**src/rtl/pipe_addsub.sv**
```systemverilog
// Pipelined WIDTH-bit adder/subtractor: one WIDTH/STAGES-bit slice is added per
// stage, with the slice carry registered between stages and valid/ready flow control.
module pipe_addsub #(
   parameter int WIDTH  = 16,
   parameter int STAGES = 4
) (
   input  logic             clk,
   input  logic             rst,
   input  logic             in_valid,
   output logic             in_ready,
   input  logic [WIDTH-1:0] a,
   input  logic [WIDTH-1:0] b,
   input  logic             cin,
   input  logic             sub,
   output logic             out_valid,
   input  logic             out_ready,
   output logic [WIDTH-1:0] sum,
   output logic             cout,
   output logic             ovf
);
   localparam int SW   = WIDTH / STAGES;
   localparam int LAST = STAGES - 1;

   logic             out_valid_q, out_valid_d;
   logic [WIDTH-1:0] sum_q, sum_d;
   logic             cout_q, cout_d;
   logic             ovf_q, ovf_d;
   logic             c_msb;
   logic             advance;
   logic             c0;
   logic [WIDTH-1:0] b_pre;

   // Handshake: a transfer happens on an edge where valid && ready. The whole
   // pipe moves together whenever the output slot is empty or being drained.
   always_comb begin
      advance = out_ready || !out_valid_q;
      b_pre   = sub ? ~b : b;
      c0      = sub ? 1'b1 : cin;
   end

   assign in_ready = advance;

   for (genvar k = 0; k < STAGES; k++) begin : stg
      localparam int IW = WIDTH - k * SW;

      logic             v_in;
      logic             c_in;
      logic [WIDTH-1:0] word_in;
      logic [WIDTH-1:0] word_out;
      logic [IW-1:0]    b_in;
      logic [SW:0]      add;

      // word holds the not-yet-added A slices in its low part and the finished
      // sum slices in its high part; each stage rotates right by one slice.
      if (k == 0) begin : g_head
         always_comb begin
            v_in    = in_valid;
            word_in = a;
            b_in    = b_pre;
            c_in    = c0;
         end
      end else begin : g_reg
         logic             v_d, v_q;
         logic             c_d, c_q;
         logic [WIDTH-1:0] word_d, word_q;
         logic [IW-1:0]    b_d, b_q;

         always_comb begin
            v_d    = stg[k-1].v_in;
            c_d    = stg[k-1].add[SW];
            word_d = stg[k-1].word_out;
            b_d    = stg[k-1].b_in[IW+SW-1:SW];
         end

         always_ff @(posedge clk or posedge rst) begin
            if (rst) begin
               v_q    <= 1'b0;
               c_q    <= 1'b0;
               word_q <= '0;
               b_q    <= '0;
            end else if (advance) begin
               v_q    <= v_d;
               c_q    <= c_d;
               word_q <= word_d;
               b_q    <= b_d;
            end
         end

         always_comb begin
            v_in    = v_q;
            word_in = word_q;
            b_in    = b_q;
            c_in    = c_q;
         end
      end

      always_comb begin
         add = {1'b0, word_in[SW-1:0]} + {1'b0, b_in[SW-1:0]} + {{SW{1'b0}}, c_in};
      end

      if (SW == WIDTH) begin : g_whole
         assign word_out = add[SW-1:0];
      end else begin : g_rot
         assign word_out = {add[SW-1:0], word_in[WIDTH-1:SW]};
      end
   end

   // Carry into the MSB is recovered from the MSB sum bit and its operand bits.
   always_comb begin
      out_valid_d = stg[LAST].v_in;
      sum_d       = stg[LAST].word_out;
      cout_d      = stg[LAST].add[SW];
      c_msb       = stg[LAST].add[SW-1] ^ stg[LAST].word_in[SW-1] ^ stg[LAST].b_in[SW-1];
      ovf_d       = c_msb ^ cout_d;
   end

   always_ff @(posedge clk or posedge rst) begin
      if (rst) begin
         out_valid_q <= 1'b0;
         sum_q       <= '0;
         cout_q      <= 1'b0;
         ovf_q       <= 1'b0;
      end else if (advance) begin
         out_valid_q <= out_valid_d;
         sum_q       <= sum_d;
         cout_q      <= cout_d;
         ovf_q       <= ovf_d;
      end
   end

   assign out_valid = out_valid_q;
   assign sum       = sum_q;
   assign cout      = cout_q;
   assign ovf       = ovf_q;
endmodule

```
**config.mk**
```make
export PLATFORM = sky130hd
export DESIGN_NAME = pipe_addsub
export DESIGN_NICKNAME = d
export VERILOG_FILES = /design/src/rtl/pipe_addsub.sv
export SDC_FILE = /design/constraint.sdc
export NUM_CORES = 1
export LEC_CHECK = 0
export BUFFER_PORTS_ARGS = -buffer_cell sky130_fd_sc_hd__buf_2
export CORE_ASPECT_RATIO = 0.9
export CORE_MARGIN = 10
export CORE_UTILIZATION = 61
export CTS_CLUSTER_SIZE = 20
export DETAILED_ROUTE_END_ITERATION = 7
export PLACE_DENSITY = 0.84
export SKIP_CTS_REPAIR_TIMING = 1
export SLEW_MARGIN = 20
export SYNTH_ARGS = -nofsm -noshare
export SYNTH_HDL_FRONTEND = slang
export SYNTH_SLANG_ARGS = --single-unit
```
**constraint.sdc**
```tcl
create_clock -name clk -period 4.64 [get_ports clk]
set_input_delay 0.928 -clock clk [delete_from_list [all_inputs] [get_ports clk]]
set_output_delay 0.928 -clock clk [all_outputs]
set_load 0.02 [all_outputs]
```
==> impl_metrics.yaml <==
status:
  status: "finished, final reports clean"
worst_setup_path:
  cp-end-kind: "register"
  reg2reg_depth: 6
  critPathMaxFanout: 17
  path_common_cell: "fa_1"
  rrSetupSlack_ps: 2560
  crit_arrival_ps: 2870
  crit-reg2reg-capture: "ovf"
  path_class: "in2reg"
  path_cells: "buf_2 -> or2_2 -> fa_1 -> fa_1 -> a21o_1 -> a211oi_1 -> a21oi_1"
  cp_slowest_stage_delay_ps: 420
  slowest_stage: "fa_1"
  r2r_start: "stg[3].c_in"
  worstPathRequired_ps: 4840
  cp-start-kind: "input port"
hold_path:
  hp-start: "sum[8]"
  worstHoldPathType: "reg2reg"
  hold_end: "sum[8]"
  hold_depth: 2
sta:
  period_share: 0.575
  hold_violations: 0
  slew_headroom: 0.372
  finClkSkew_ps: 8.25
  finalMaxSlewViolations: 0
  max_freq_ghz: 0.375
  tightest_slew_ps: 942
  timing.final.crit_period_ps: 2670
  fin_tns_setup_ps: 0
  finalSetupViolCount: 0
  rsz0062_at_grt: "no"
layout:
  nFillCells: 531
  fin_nets: 565
  drive_gt1_frac: 0.164
  syn2layout_area_growth_pct: 13.3
  finalInstanceArea_um2: 4870
  seq_area_um2: 2430
  multi_input_area_um2: 1720
  n_antenna_cell: 0
  fin_util: 0.724
global_routing:
  grt_max_degree: 103
  grt_overflow: 0
  antenna_found_initial: 0
  grt_use_total: 0.155
  grt_pass1_vias: 3000
  grt_pass1_wl_um: 13600
synthesis:
  yosys.area.top_type: "dfrtp_1"
  ys_ff_latch: 97
  synth_edf_count: 0
  syn_area_um2: 4300
  synthesis.nets: 517
  synth_ff_type: "dfrtp_1"
  avgSynthCellArea_um2: 9.36
  ys_seq_area_frac: 0.565
  synth_cells: 459
  ys_types: 31
  ys_warn_count: 0
  synth.top_cell.area_share: 0.565
  synthTopCellsByArea: "dfrtp_1 56%, nand2_1 19%, fa_1 3.7%, ha_1 3.5%, o21ai_0 2.9%"
  synth-async-reset-ratio: 1.00
placement:
  port_buffers: 57
  dp_hpwl_um: 5350
  dpl_cell_area_um2: 4610
  globalplace.congestion: 0.807
clocking:
  cts-root-buf: "clkbuf_8"
  cts_tree: "yes"
  clk_latency_ps: 350
  clkSlewWorstSetupHoldPaths_ps: 80
  h-tree-depth: 3
  clockBufferDepth: 2
  cts.sinks: 97
  numCtsBuffers: 9
route:
  drc_errors: 0
  viasPerCell: 5.03
  final_antenna_net_count: 0
  drt_wl_total_um: 7970
  vias: 3029
  routedWlPerCell_um: 13.2
  drt_pass1_iterations: 4
  drt_iter0_drc: 175
die:
  die_h_um: 99.6
  io_pins: 58
  core_area_um2: 6730
  num_rows: 28
  die_width_um: 108
  die_area_um2: 10800
  start_util: 0.639
pwr:
  vdd_ir_drop_max_v: 0.000307
  p_leak_nw: 2.56
  total_power_w: 0.00332
  powerDensity_nw_per_um2: 682
job:
  cap_violations: 0
layout make-up:
type | count | area share
multi-input combinational | 327 | 0.353
clock buffer | 10 | 0.0283
inverter | 12 | 0.00977
timing repair buffer | 60 | 0.0632
tap | 90 | 0.0231
clock inverter | 6 | 0.0237
sequential | 97 | 0.499
power breakdown:
part	internal, W	switching (W)
Clock	0.000374	0.000285
Sequential	0.00122	0.000204
Combinational	0.000484	0.000751
Total	0.00208	0.00124
cell families (layout without fill, tap and decap cells):
family | count (synthesis) | after routing | share of synthesized area
AOI/OAI and AO/OA | 49 | 49 | 0.0676
xor gates and xnor gates | 22 | 22 | 0.0448
and+or+nand+nor | 236 | 236 | 0.214
DFF | 97 | 97 | 0.565
buffers and inverters | 35 | 88 | 0.0367
adders and majority gates | 20 | 20 | 0.0722
per-layer routing:
metal	track usage	vias up	routed length (um)
met5	0	-	0
met4	0.0547	0	199
met3	0.0523	19	390
met2	0.266	61	3910
met1	0.177	1419	3470
li1	-	1530	-
cells in the mapped netlist (2+ instances only):
| cell | count |
|---|---|
| inv_1 | 12 |
| fa_1 | 8 |
| a21oi_1 | 11 |
| xnor2_1 | 12 |
| xor2_1 | 10 |
| ha_1 | 12 |
| a211oi_1 | 2 |
| nand2_1 | 215 |
| dfrtp_1 | 97 |
| nor2_1 | 10 |
| buf_2 | 18 |
| o21ai_0 | 25 |
| a21o_1 | 3 |
| clkbuf_1 | 4 |
| nor2b_1 | 4 |
cells in the final DEF (no fill, tap or decap), types with 8 or more instances in the layout:
cell      synthesis  final
a21oi_1          11     11
nor2_1           10     10
inv_1            12     10
clkbuf_8          0     10
xnor2_1          12     12
nand2_1         215    215
buf_2            18     57
dfrtp_1          97     97
ha_1             12     12
fa_1              8      8
xor2_1           10     10
o21ai_0          25     25
state kept, by name, summed over array words and instances (netlist names):
name,cells
out_valid_d,1
cout,1
stg.g_reg.word_q,48
out_valid,1
sum,16
ovf,1
stg.b_in,24
stg.c_in,3
stg.g_reg.v_q,2
metrics by stage:
step,worst slack (ps),hold WS [ps],cells
after floorplan,1180,430,459
after global placement,1660,443,586
after detailed placement,1590,448,586
after CTS,1960,471,602
after global routing,1870,485,602
final,1970,467,602
worst max-delay path by stage:
stage / startpoint / to / depth (start not counted)
2_1_floorplan: rst / cout / 1
3_3_place_gp: sub / stg[1].c_in / 7
3_5_place_dp: sub / stg[1].c_in / 7
4_1_cts: sub / stg[1].c_in / 7
5_1_grt: sub / stg[1].c_in / 7
6_report: sub / stg[1].c_in / 7
worst max-delay path, delay by kind of cell:
kind / cells / cell delay, ps
buf+inv: 1 / 260
compound gates: 3 / 480
simple gates: 1 / 370
fa+ha+maj: 2 / 820
Note: power is estimated with default switching activity, not from simulation.
